### config.mk
export PLATFORM = sky130hd
export DESIGN_NAME = conv_scheduler
export DESIGN_NICKNAME = d
export VERILOG_FILES = /design/src/rtl/conv_scheduler.sv
export SDC_FILE = /design/constraint.sdc
export NUM_CORES = 1
export LEC_CHECK = 0
export CAP_MARGIN = 20
export CORE_ASPECT_RATIO = 0.75
export CORE_MARGIN = 2
export CORE_UTILIZATION = 30
export CTS_BUF_LIST = sky130_fd_sc_hd__clkbuf_16
export CTS_CLUSTER_DIAMETER = 30
export DETAILED_ROUTE_END_ITERATION = 6
export MAX_ROUTING_LAYER = met4
export SYNTH_ARGS = -nofsm -noshare
export SYNTH_HDL_FRONTEND = slang
export SYNTH_SLANG_ARGS = --single-unit
### constraint.sdc
create_clock -name clk -period 4.25 [get_ports clk]
set_input_delay 1.0625 -clock clk [delete_from_list [all_inputs] [get_ports clk]]
set_output_delay 1.0625 -clock clk [all_outputs]
set_load 0.03 [all_outputs]
### src/rtl/conv_scheduler.sv
// Convolution position scheduler: walks the filter centre over every valid
// image position, waits for one allocator result per position and streams it out.
module conv_scheduler #(
  parameter int TIMEOUT = 1023
) (
  input  logic        clk,
  input  logic        rst,
  input  logic        start,
  input  logic [7:0]  cfg_width,
  input  logic [7:0]  cfg_height,
  input  logic [2:0]  cfg_filter_dim,
  input  logic [17:0] cfg_filter_bias,
  input  logic [12:0] cfg_filter_length,
  output logic [7:0]  center_x,
  output logic [7:0]  center_y,
  output logic [2:0]  filter_dim,
  output logic [17:0] filter_bias,
  output logic [12:0] filter_length,
  output logic        alloc_clear,
  input  logic        result_ready,
  input  logic [17:0] result_data,
  output logic        out_valid,
  output logic [17:0] out_data,
  output logic [15:0] out_addr,
  input  logic        out_ready,
  output logic        busy,
  output logic        done,
  output logic        err
);

  // wcnt only needs to reach TIMEOUT-1; the abort fires on the cycle it matches
  localparam int CNT_W = (TIMEOUT < 2) ? 1 : $clog2(TIMEOUT);

  typedef enum logic [2:0] {S_IDLE, S_LOAD, S_WAIT, S_EMIT, S_DONE} state_t;

  typedef struct packed {
    logic [7:0]       width;
    logic [7:0]       height;
    logic [7:0]       rad;
    logic [7:0]       cx;
    logic [7:0]       cy;
    logic [2:0]       dim;
    logic [17:0]      bias;
    logic [12:0]      len;
    logic [15:0]      addr;
    logic [17:0]      data;
    logic             valid;
    logic             clr;
    logic             busy;
    logic             done;
    logic             err;
    logic [CNT_W-1:0] wcnt;
  } regs_t;

  state_t st_q, st_nxt;
  regs_t  r_q, r_nxt;

  logic       cfg_ok;
  logic [7:0] x_last, y_last;
  logic       at_last;

  assign cfg_ok  = cfg_filter_dim[0] &&
                   ({5'd0, cfg_filter_dim} <= cfg_width) &&
                   ({5'd0, cfg_filter_dim} <= cfg_height);
  assign x_last  = r_q.width  - 8'd1 - r_q.rad;
  assign y_last  = r_q.height - 8'd1 - r_q.rad;
  assign at_last = (r_q.cx == x_last) && (r_q.cy == y_last);

  always_comb begin
    st_nxt     = st_q;
    r_nxt      = r_q;
    r_nxt.clr  = 1'b0;
    r_nxt.done = 1'b0;
    r_nxt.err  = 1'b0;
    case (st_q)
      S_IDLE: begin
        if (start) begin
          if (cfg_ok) begin
            r_nxt.width  = cfg_width;
            r_nxt.height = cfg_height;
            r_nxt.dim    = cfg_filter_dim;
            r_nxt.bias   = cfg_filter_bias;
            r_nxt.len    = cfg_filter_length;
            r_nxt.rad    = {6'd0, cfg_filter_dim[2:1]};
            r_nxt.cx     = {6'd0, cfg_filter_dim[2:1]};
            r_nxt.cy     = {6'd0, cfg_filter_dim[2:1]};
            r_nxt.addr   = 16'd0;
            r_nxt.valid  = 1'b0;
            r_nxt.busy   = 1'b1;
            r_nxt.clr    = 1'b1;
            st_nxt       = S_LOAD;
          end else begin
            r_nxt.err = 1'b1;
          end
        end
      end
      S_LOAD: begin
        r_nxt.wcnt = '0;
        st_nxt     = S_WAIT;
      end
      S_WAIT: begin
        if (result_ready) begin
          r_nxt.data  = result_data;
          r_nxt.valid = 1'b1;
          st_nxt      = S_EMIT;
        end else if (r_q.wcnt == CNT_W'(TIMEOUT - 1)) begin
          r_nxt.err  = 1'b1;
          r_nxt.busy = 1'b0;
          st_nxt     = S_IDLE;
        end else begin
          r_nxt.wcnt = r_q.wcnt + 1'b1;
        end
      end
      S_EMIT: begin
        if (out_ready) begin
          r_nxt.valid = 1'b0;
          if (at_last) begin
            st_nxt = S_DONE;
          end else begin
            r_nxt.addr = r_q.addr + 16'd1;
            if (r_q.cx == x_last) begin
              r_nxt.cx = r_q.rad;
              r_nxt.cy = r_q.cy + 8'd1;
            end else begin
              r_nxt.cx = r_q.cx + 8'd1;
            end
            r_nxt.clr = 1'b1;
            st_nxt    = S_LOAD;
          end
        end
      end
      S_DONE: begin
        r_nxt.done = 1'b1;
        r_nxt.busy = 1'b0;
        st_nxt     = S_IDLE;
      end
      default: st_nxt = S_IDLE;
    endcase
  end

  always_ff @(posedge clk or posedge rst) begin
    if (rst) begin
      st_q <= S_IDLE;
      r_q  <= '0;
    end else begin
      st_q <= st_nxt;
      r_q  <= r_nxt;
    end
  end

  assign center_x      = r_q.cx;
  assign center_y      = r_q.cy;
  assign filter_dim    = r_q.dim;
  assign filter_bias   = r_q.bias;
  assign filter_length = r_q.len;
  assign alloc_clear   = r_q.clr;
  assign out_valid     = r_q.valid;
  assign out_data      = r_q.data;
  assign out_addr      = r_q.addr;
  assign busy          = r_q.busy;
  assign done          = r_q.done;
  assign err           = r_q.err;

endmodule

## After elaboration in Yosys (flattened, before gate mapping)

Index checks and enable logic that the tools add are counted.

- Register bits: 120
- Output and inout port bits: 89
- Word-level logic and storage cells: 95

- $add $sub $neg: 8
- Reduce and logical (&&, ||, !) cells: 16
- Equality and inequality tests: 17
- $lt $le $gt $ge: 2
- Multiplexer cells: 35

Operators by type and width:

| cell | number |
|---|---|
| $mux W66 | 2 |
| $mux W16 | 4 |
| $pmux W16 S2 | 2 |
| $mux W3 | 8 |
| $pmux W10 S2 | 1 |
| $ne A2 B2 Y1 const B | 9 |
| $add A16 B1 Y16 const B | 1 |
| $add A8 B1 Y8 const B | 2 |
| $eq A8 B8 Y1 | 2 |
| $le A3 B8 Y1 | 2 |
| $mux W8 | 2 |
| $sub A8 B1 Y8 const B | 2 |
| $sub A8 B2 Y8 | 2 |
| $reduce_and A5 Y1 | 3 |
| $pmux W3 S4 | 1 |
| $mux W11 | 1 |
| $add A10 B1 Y10 const B | 1 |
| $eq A10 B10 Y1 const B | 1 |
| $mux W10 | 1 |
| $mux W1 | 8 |
| $eq A3 B2 Y1 const B | 2 |
| $pmux W1 S3 | 2 |
| $reduce_and A3 Y1 | 2 |
| $reduce_and A6 Y1 | 1 |
| other kinds (11) | 16 |

## Longest topological paths before layout

- Word-level depth: 7
- Depth in mapped cells: 12
- Gate-level depth less buffers: 12

## Worst setup path before layout

OpenSTA, ideal clock, no wires.

- Kind: input-to-reg
- From: in cfg_width[1]
- To: reg r_q, in the netlist filter_bias[0]
- Slack: 0.933 ns
- Stages on the path: 9
- Required time: 4.125 ns
- Buffers on the path: 2
- Arrival time: 3.192 ns
- Library setup time: 0.125 ns
- Cells stage by stage: inv_1 -> ha_1 -> nor2b_1 -> o21ai_0 -> a21oi_1 -> nor4_2 -> buf_4 -> buf_2 -> mux2_2

- Word-level cells in the longest chain between the ends: 4

Ends and longest elaborated chain:

| item | RTL line | source |
|---|---|---|
| start, declared | 9 | `input logic [7:0] cfg_width,` |
| $le A3 B8 Y1 | 63 | `({5'd0, cfg_filter_dim} <= cfg_width) &&` |
| $logic_and A1 B1 Y1 | 62 | `assign cfg_ok = cfg_filter_dim[0] &&` |
| $logic_and A1 B1 Y1 | 63 |  |
| $reduce_and A3 Y1 (no line) | -- |  |
| end signal, assigned | 147 | `r_q <= r_nxt;` |
| end, declared | 56 | `regs_t r_q, r_nxt;` |

Every way passes these cells.
A chain may end at the register's enable or synchronous reset.

==> results.toml <==
[setup_path]
critPathKind = "reg -> reg"
cp_max_fo = 15
arrival_ns = 3.82
worstPathRequired_ns = 4.55
startpoint_type = "flip-flop"
critPathCaptureType = "flip-flop"

[logic_synthesis]
syn_nets = 728
synth.yosys.seq_area_share_pct = 44.2
yosysWarningCount = 0
synth_async_sr_flop_share_pct = 100
syn_area_per_cell_um2 = 10.5
synth_cell_types = 73
synth_seq_cells = 118
synth_edf_count = 0
ys.flop_type = "dfrtp_1"
syn_area_um2 = 6680
syn-instance-count = 638

[placement]
io_buffers = 161
dp_hpwl_mm = 11.8
placed_area_um2 = 8030
gp_congestion = 0.823

[finish]
final_area_um2 = 8640
nFillCells = 2097
fin_util_pct = 39.4
nets = 811
syn_to_final_growth_pct = 29.4
layout-drive-gt1-share_pct = 16.1
antenna_cells = 0

[cts]
cts-resized-gates = 0
ctsRootBufferMaster = "clkbuf_16"
htreeDepth = 4
cts_tree = "built"
postCtsHoldBufs = 0
clk_pin_slew_ns = 0.06
cts_sinks = 118
cts_made_buffers = 17
clk_latency_ns = 0.42
cts_max_path_buffers = 2
postCtsSetupBuffers = 0

[global_routing]
grt_pass1_wl_mm = 26.1
track_usage_pct = 14.6
grt_max_degree = 59
antenna_found_initial = 0
grt_pass1_vias = 4826
gr-total-overflow = 0

[sta]
hold_viol = 0
setup_violations = 0
max_freq_ghz = 0.285
setup_tns_ns = 0
slew_violations = 0
timing.final.crit_period_ns = 3.51
fin_crit_sh_pct = 82.7
slew_headroom_pct = 46.6
fin_worst_skew_ns = 0.0120
max_slew.worst_pin.slew_ns = 0.782
grt_setup_unrepaired = "no"

[floorplanning]
num_rows = 47
start_util_pct = 30.5
die_w_um = 176
die_area_um2 = 23500
die_y_um = 133
core_um2 = 21900
ios = 162

[power_and_ir_drop]
p_per_area_nw_per_um2 = 708
ir_drop_mv = 0.396
p_leak_nw = 3.52

[drt]
drt_iter0_drc = 306
via_per_inst = 4.78
routed_wl_mm = 16.2
ant_nets = 0
route.detailed.wl_per_inst_um = 15.8
drc_errors = 0
dr.pass1.iters = 5
vias = 4912

[status]
status = "finished, final reports clean"

[hold_path]
worstHoldPathType = "reg -> reg"

[run]
cap_violations = 0
## where the power goes
part	internal [mW]	switching, mW
logic	1.26	1.44
registers	1.52	0.367
clock network	1.02	0.511
total	3.80	2.32
## final timing paths
check	startpoint	to	slack [ns]	depth (start not counted)
max	filter_dim[2]$_DFFE_PP0P_	center_x[1]$_DFFE_PP0P_	0.74	10
min	filter_dim[0]$_DFFE_PP0P_	filter_dim[0]$_DFFE_PP0P_	0.48	1
max reg2reg	filter_dim[2]$_DFFE_PP0P_	center_x[1]$_DFFE_PP0P_	0.74	10
min reg2reg	filter_dim[0]$_DFFE_PP0P_	filter_dim[0]$_DFFE_PP0P_	0.48	1
max in group asynchronous	rst	r_q[115]$_DFFE_PP0P_	2.36	3
min in group asynchronous	rst	center_y[6]$_DFFE_PP0P_	1.14	2
## flip-flops by register name, summed over array words and instances (netlist names)
name,count
center_x,8
busy,1
err,1
filter_dim,3
st_q,3
center_y,8
done,1
filter_length,13
out_valid,1
filter_bias,18
out_data,18
r_q,26
out_addr,16
alloc_clear,1
## through the flow
stage                     cells  worst slack [ns]  hold slack [ns]  total power, mW
after global placement      996             0.533            0.454             4.60
after detailed placement    996             0.464            0.453             4.62
after global routing       1027             0.400            0.511             6.51
after CTS                  1027             0.743            0.479             6.19
after floorplan             638            0.0584            0.441             4.03
final                      1027             0.736            0.475             6.12
## routing by layer
| layer | GRT usage (%) | vias up | wire length (um) | share of wire (%) |
|---|---|---|---|---|
| li1 | - | 2353 | - | - |
| met1 | 21.3 | 2371 | 8360 | 52 |
| met2 | 19.3 | 178 | 6470 | 40 |
| met3 | 4.74 | 10 | 1280 | 7.9 |
| met4 | 3.72 | 0 | 109 | 0.67 |
| met5 | - | - | 0 | 0 |
## worst max-delay path: stages (launching register included)
cell and delay [ns]:
dfrtp_1 0.52, inv_1 0.15, ha_1 0.34, a2111oi_0 0.72, nor3b_1 0.13, a221oi_2 0.22
nand4_2 0.27, o21a_4 0.36, nor2_8 0.22, inv_2 0.15, mux2_4 0.31
## cell usage after synthesis (9+ instances only)
master   number  area share, %
a21oi_1      17            1.3
nand2_1      27            1.5
nor2_1       32            1.8
buf_4        86            9.7
nor2b_1      10           0.94
nand3_1      28            2.1
mux2_2       63             11
a31oi_1       9           0.84
dfrtp_1     118             44
o21ai_0      34            2.5
buf_2        12           0.90
ha_1         15            2.8
xnor2_1      12            1.6
inv_1        25            1.4
and3_1        9           0.84
## cells in the final DEF (no fill, tap or decap), types with 9 or more instances in the layout
master and count:
clkdlybuf4s50_1 161, mux2_2 63, nand3_1 28, xnor2_1 12, inv_1 26, and3_1 9
clkbuf_16 17, dfrtp_1 118, ha_1 15, o21ai_0 34, a21oi_1 17, nand2_1 27
nor2_1 32, a31oi_1 9, nor2b_1 9
## logic make-up (layout without fill, tap and decap cells)
group,after synthesis,after routing,share of synthesized area [%]
mux,68,68,11.4
simple gates,170,170,14.3
xor+xnor,20,20,2.62
buf+inv,131,226,12.4
fa+ha+maj,17,17,3.41
compound gates,114,114,11.6
flops,118,118,44.2
## final cells by class
class                           count  area [um2]  share of cell area [%]
Sequential cell                   118        2950                    34.2
Multi-Input combinational cell    389        2910                    33.7
Timing Repair Buffer              169        1700                    19.6
Clock buffer                       17         425                    4.92
Tap cell                          294         368                    4.26
Clock inverter                     14         191                    2.21
Inverter                           26         100                    1.16
(Power assumes the default switching activity.)
==> edit 1: new RTL, same settings <==
Add an input register stage for `cfg_width`, `cfg_height`, `cfg_filter_dim`, `cfg_filter_bias` and `cfg_filter_length`, without a reset; this delays them by one clock. The other inputs are not delayed to match.
--- a/src/rtl/conv_scheduler.sv
+++ b/src/rtl/conv_scheduler.sv
@@ -52,6 +52,20 @@
     logic [CNT_W-1:0] wcnt;
   } regs_t;
 
+  logic [7:0] cfg_width_q;
+  logic [7:0] cfg_height_q;
+  logic [2:0] cfg_filter_dim_q;
+  logic [17:0] cfg_filter_bias_q;
+  logic [12:0] cfg_filter_length_q;
+
+  always_ff @(posedge clk) begin
+    cfg_width_q         <= cfg_width;
+    cfg_height_q        <= cfg_height;
+    cfg_filter_dim_q    <= cfg_filter_dim;
+    cfg_filter_bias_q   <= cfg_filter_bias;
+    cfg_filter_length_q <= cfg_filter_length;
+  end
+
   state_t st_q, st_nxt;
   regs_t  r_q, r_nxt;
 
@@ -59,9 +73,9 @@
   logic [7:0] x_last, y_last;
   logic       at_last;
 
-  assign cfg_ok  = cfg_filter_dim[0] &&
-                   ({5'd0, cfg_filter_dim} <= cfg_width) &&
-                   ({5'd0, cfg_filter_dim} <= cfg_height);
+  assign cfg_ok  = cfg_filter_dim_q[0] &&
+                   ({5'd0, cfg_filter_dim_q} <= cfg_width_q) &&
+                   ({5'd0, cfg_filter_dim_q} <= cfg_height_q);
   assign x_last  = r_q.width  - 8'd1 - r_q.rad;
   assign y_last  = r_q.height - 8'd1 - r_q.rad;
   assign at_last = (r_q.cx == x_last) && (r_q.cy == y_last);
@@ -76,14 +90,14 @@
       S_IDLE: begin
         if (start) begin
           if (cfg_ok) begin
-            r_nxt.width  = cfg_width;
-            r_nxt.height = cfg_height;
-            r_nxt.dim    = cfg_filter_dim;
-            r_nxt.bias   = cfg_filter_bias;
-            r_nxt.len    = cfg_filter_length;
-            r_nxt.rad    = {6'd0, cfg_filter_dim[2:1]};
-            r_nxt.cx     = {6'd0, cfg_filter_dim[2:1]};
-            r_nxt.cy     = {6'd0, cfg_filter_dim[2:1]};
+            r_nxt.width  = cfg_width_q;
+            r_nxt.height = cfg_height_q;
+            r_nxt.dim    = cfg_filter_dim_q;
+            r_nxt.bias   = cfg_filter_bias_q;
+            r_nxt.len    = cfg_filter_length_q;
+            r_nxt.rad    = {6'd0, cfg_filter_dim_q[2:1]};
+            r_nxt.cx     = {6'd0, cfg_filter_dim_q[2:1]};
+            r_nxt.cy     = {6'd0, cfg_filter_dim_q[2:1]};
             r_nxt.addr   = 16'd0;
             r_nxt.valid  = 1'b0;
             r_nxt.busy   = 1'b1;
Function: changed (Yosys sat finds a counterexample within 4 cycles, from zero or initial values and one cycle with rst high).
==> edit 1 against the unedited design <==
Global-route usage down 1.2 points; sequential cell count up 50; total power grew 6.7%; maximum frequency fell by 1.3%; setup slack worse by 48 ps; cell area grew 10%; wire length grew 3.5%; sequential share of layout area is 7.3 points higher; area after synthesis up 14%; die area increased by 13%; largest cell class unchanged; highest routed layer unchanged.
==> edit 1: results <==
{
  "met3_wirelength_um": 1150,
  "cp_max_fo": 12,
  "largest_register": "r_q",
  "synthTopCellsByArea": "dfrtp_1 (39%), dfxtp_1 (13%), buf_4 (8.5%)",
  "grt_use_met1": 0.184,
  "place.gp.congestion": 0.808,
  "yosys.area_share.adder": 0.0300,
  "timing.hold.ws_ps": 428,
  "port_buffers": 161,
  "cp.arrival_ps": 3850,
  "htree_num_levels": 4,
  "p_total_mw": 6.53,
  "netSwitchingFraction": 0.379,
  "r2r_slack_ps": 690,
  "synth-xor-area-share": 0.0277,
  "final_nets": 860,
  "power.leakage_nw": 3.98,
  "clock_power_mw": 1.51,
  "tightest_slew_ps": 946,
  "die_width_um": 188,
  "max_stage_delay_ps": 510,
  "grt_antenna_before_repair": 0,
  "finClkSkew_ps": 12.4,
  "synth_nets": 777,
  "ys_seq_area_frac": 0.521,
  "fill_cells": 2495,
  "root_buffer": "clkbuf_16",
  "via_per_inst": 4.57,
  "grt_pass1_vias": 5108,
  "synth_area_leader_cell": "dfrtp_1",
  "clk_latency_ps": 430,
  "fin_crit_ps": 3560,
  "synth_compound_area_frac": 0.106,
  "use_met2": 0.195,
  "slowest_stage": "or4_1",
  "muxShareOfSynthArea": 0.0818,
  "clockBufferDepth": 2,
  "first_iter_violations": 299,
  "stdcell_area_um2": 9540,
  "wl_met2_um": 7200,
  "status": "completed",
  "wl_per_cell_um": 15.0,
  "pwr-share-seq": 0.362,
  "use_met3": 0.0413,
  "fin_cells": 1121,
  "post-dp-hpwl_um": 12200,
  "drt-met1-wl_um": 8320,
  "syn_inst": 687,
  "ir_drop_v": 0.000363,
  "ys_top_cells_by_count": "dfrtp_1 (118), buf_4 (86), nand2_1 (60)",
  "grt_max_degree": 61,
  "grt_pass1_wl_um": 27300,
  "drtPass1Iterations": 4,
  "post_cts_buffers": 0,
  "drive_gt1_frac": 0.135,
  "synthArstFlopShare": 0.702,
  "placed_cell_area_um2": 8970,
  "track_usage": 0.135,
  "cts_buffers": 17,
  "ys_types": 70
}
edit 1: changes by cell type after synthesis, sizes merged, moves of 7 or more:
cell | unedited run | this run
nand3 | 28 | 20
nand2 | 27 | 60
o21ai | 39 | 26
and2 | 10 | 3
a21oi | 17 | 7
dfxtp | 0 | 50
mux2 | 64 | 53
edit 1: final timing paths:
kind | start | to | depth (start not counted)
setup / recovery | filter_dim[2] | st_q[0] | 9
hold / removal | cfg_height_q[4] | r_q[111] | 2
setup reg to reg | filter_dim[2] | st_q[0] | 9
hold reg to reg | cfg_height_q[4] | r_q[111] | 2
max in group asynchronous | rst | out_data[15] | 3
min in group asynchronous | rst | filter_bias[2] | 2
edit 1: final cells by class:
cell class	instances	share of cell area
sequential	168	0.415
multi-input combinational	388	0.293
timing repair buffer	171	0.178
clock buffer	17	0.0446
tap	338	0.0443
clock inverter	15	0.0150
inverter	24	0.00997
==> edit 2: new RTL, same settings <==
Made on the original files. The parameter `TIMEOUT` goes from 1023 to 2046.
--- a/src/rtl/conv_scheduler.sv
+++ b/src/rtl/conv_scheduler.sv
@@ -1,7 +1,7 @@
 // Convolution position scheduler: walks the filter centre over every valid
 // image position, waits for one allocator result per position and streams it out.
 module conv_scheduler #(
-  parameter int TIMEOUT = 1023
+  parameter int TIMEOUT = 2046
 ) (
   input  logic        clk,
   input  logic        rst,
Formal check against the unedited RTL: same outputs for any inputs over 4 cycles, from zero or initial values and one cycle with rst high; that may be too few to reach the edited logic, so the function may still have changed.
==> edit 2 against the unedited design <==
Wire length rose by 3.4%; global-route usage increased by 0.23 points; sequential cell count grew 1; die area is 1.9% higher; hold slack improved by 7.5 ps; setup slack worse by 200 ps; total power grew 2.4%; clock skew fell by 3.5 ps; largest cell class is now multi-input gates; area after synthesis increased by 1.9%; first-iteration DRC count shrank 16%; cell area increased by 1.7%.
==> edit 2: results <==
{
  "ys_top_cells_by_count": "dfrtp_1 (119), buf_4 (85), mux2_2 (64)",
  "slew_headroom": 0.473,
  "synth_nets": 742,
  "finClkSkew_ps": 8.50,
  "drive_gt1_frac": 0.158,
  "drtPass1Iterations": 5,
  "synthTopCellsByArea": "dfrtp_1 (44%), mux2_2 (11%), buf_4 (9.4%)",
  "track_usage": 0.149,
  "largest_reg_flops": 27,
  "first_iter_violations": 257,
  "clk_latency_ps": 420,
  "vias": 5017,
  "grt_max_degree": 82,
  "synthArstFlopShare": 1.00,
  "wirelength_um": 16800,
  "power.leakage_nw": 3.63,
  "cp_max_fo": 19,
  "clkTransAtPathRegs_ps": 60,
  "ir_drop_v": 0.000366,
  "ys_types": 58,
  "post-dp-hpwl_um": 12000,
  "place_ws_ps": 155,
  "cts_resized": 0,
  "port_buffers": 161,
  "root_buffer": "clkbuf_16",
  "grt_pass1_wl_um": 26900,
  "largest_register": "r_q",
  "post_cts_buffers": 0,
  "cts_buffers": 17,
  "htree_num_levels": 4,
  "final_nets": 819,
  "slowest_stage": "or2_1",
  "grt_antenna_before_repair": 0,
  "diodes": 0,
  "yosys_warnings": 0,
  "ys_seq_area_frac": 0.437,
  "p_switching_mw": 2.45,
  "grt_pass1_vias": 5021,
  "max_stage_delay_ps": 580,
  "min_path_type": "flop to flop",
  "status": "completed",
  "cp.arrival_ps": 4010,
  "clockBufferDepth": 2,
  "place.gp.congestion": 0.760
}
edit 2: changes by cell type after synthesis, sizes merged, moves of 7 or more:
cell    before  now
and2        10    3
buf        100   91
clkbuf       5   24
nor3         9   16
o21ai       39   23
o22a         8    0
o31ai        6   14
o41ai        0   25
or3          6   13
xor2         8   15
edit 2: power groups by stage:
stage	Clock (mW)	Combinational (mW)	Sequential, mW
global route	1.66	3.09	1.90
detailed placement	0	2.87	1.86
finish	1.58	2.86	1.84
CTS	1.61	2.88	1.85
floorplan	0	2.32	1.76
global placement	0	2.85	1.85
edit 2: metrics by stage:
stage,instances,instance area [um2]
after floorplan,652,6810
after global placement,1004,8150
after detailed placement,1004,8150
after CTS,1036,8790
after global routing,1036,8790
final,1036,8790
edit 2: cell type report:
type	count	area, um2
Fill cell	2203	13400
Timing Repair Buffer	173	1730
Sequential cell	119	2980
Clock inverter	15	209
Inverter	25	96.3
Clock buffer	17	425
Multi-Input combinational cell	393	2990
Tap cell	294	368
edit 2: cell families after synthesis:
family	after synthesis	synth area share
AOI/OAI and AO/OA	121	0.130
xor gates and xnor gates	21	0.0270
buffers and inverters	140	0.127
muxes	70	0.115
adders and majority gates	17	0.0334
DFF	119	0.437
and+or+nand+nor	164	0.131
edit 2: worst max-delay path: cells and delay by family:
family / cells / cell delay, ps
buf+inv: 2 / 500
compound gates: 4 / 1000
simple gates: 3 / 1160
fa+ha+maj: 1 / 290
edit 2: layer usage:
layer  part of all wire  GRT usage  routed length [um]  vias up
met5                  0          -                   0        -
met4             0.0067     0.0314                 113        0
met3              0.078     0.0510                1300       11
met2               0.41      0.203                6810      161
met1               0.51      0.211                8540     2420
li1                   -          -                   -     2425
edit 2: path summary, 6_finish.rpt:
check	start	end	slack [ps]	cells past startpoint
worst max register to register	filter_dim[1]	center_x[7]	640	11
min in group asynchronous	rst	out_data[7]	1040	2
worst max-delay path	cfg_height[1]	center_x[7]	530	10
max in group asynchronous	rst	r_q[118]	2380	3
worst min register to register	filter_dim[0]	filter_dim[0]	480	1
worst min-delay path	filter_dim[0]	filter_dim[0]	480	1
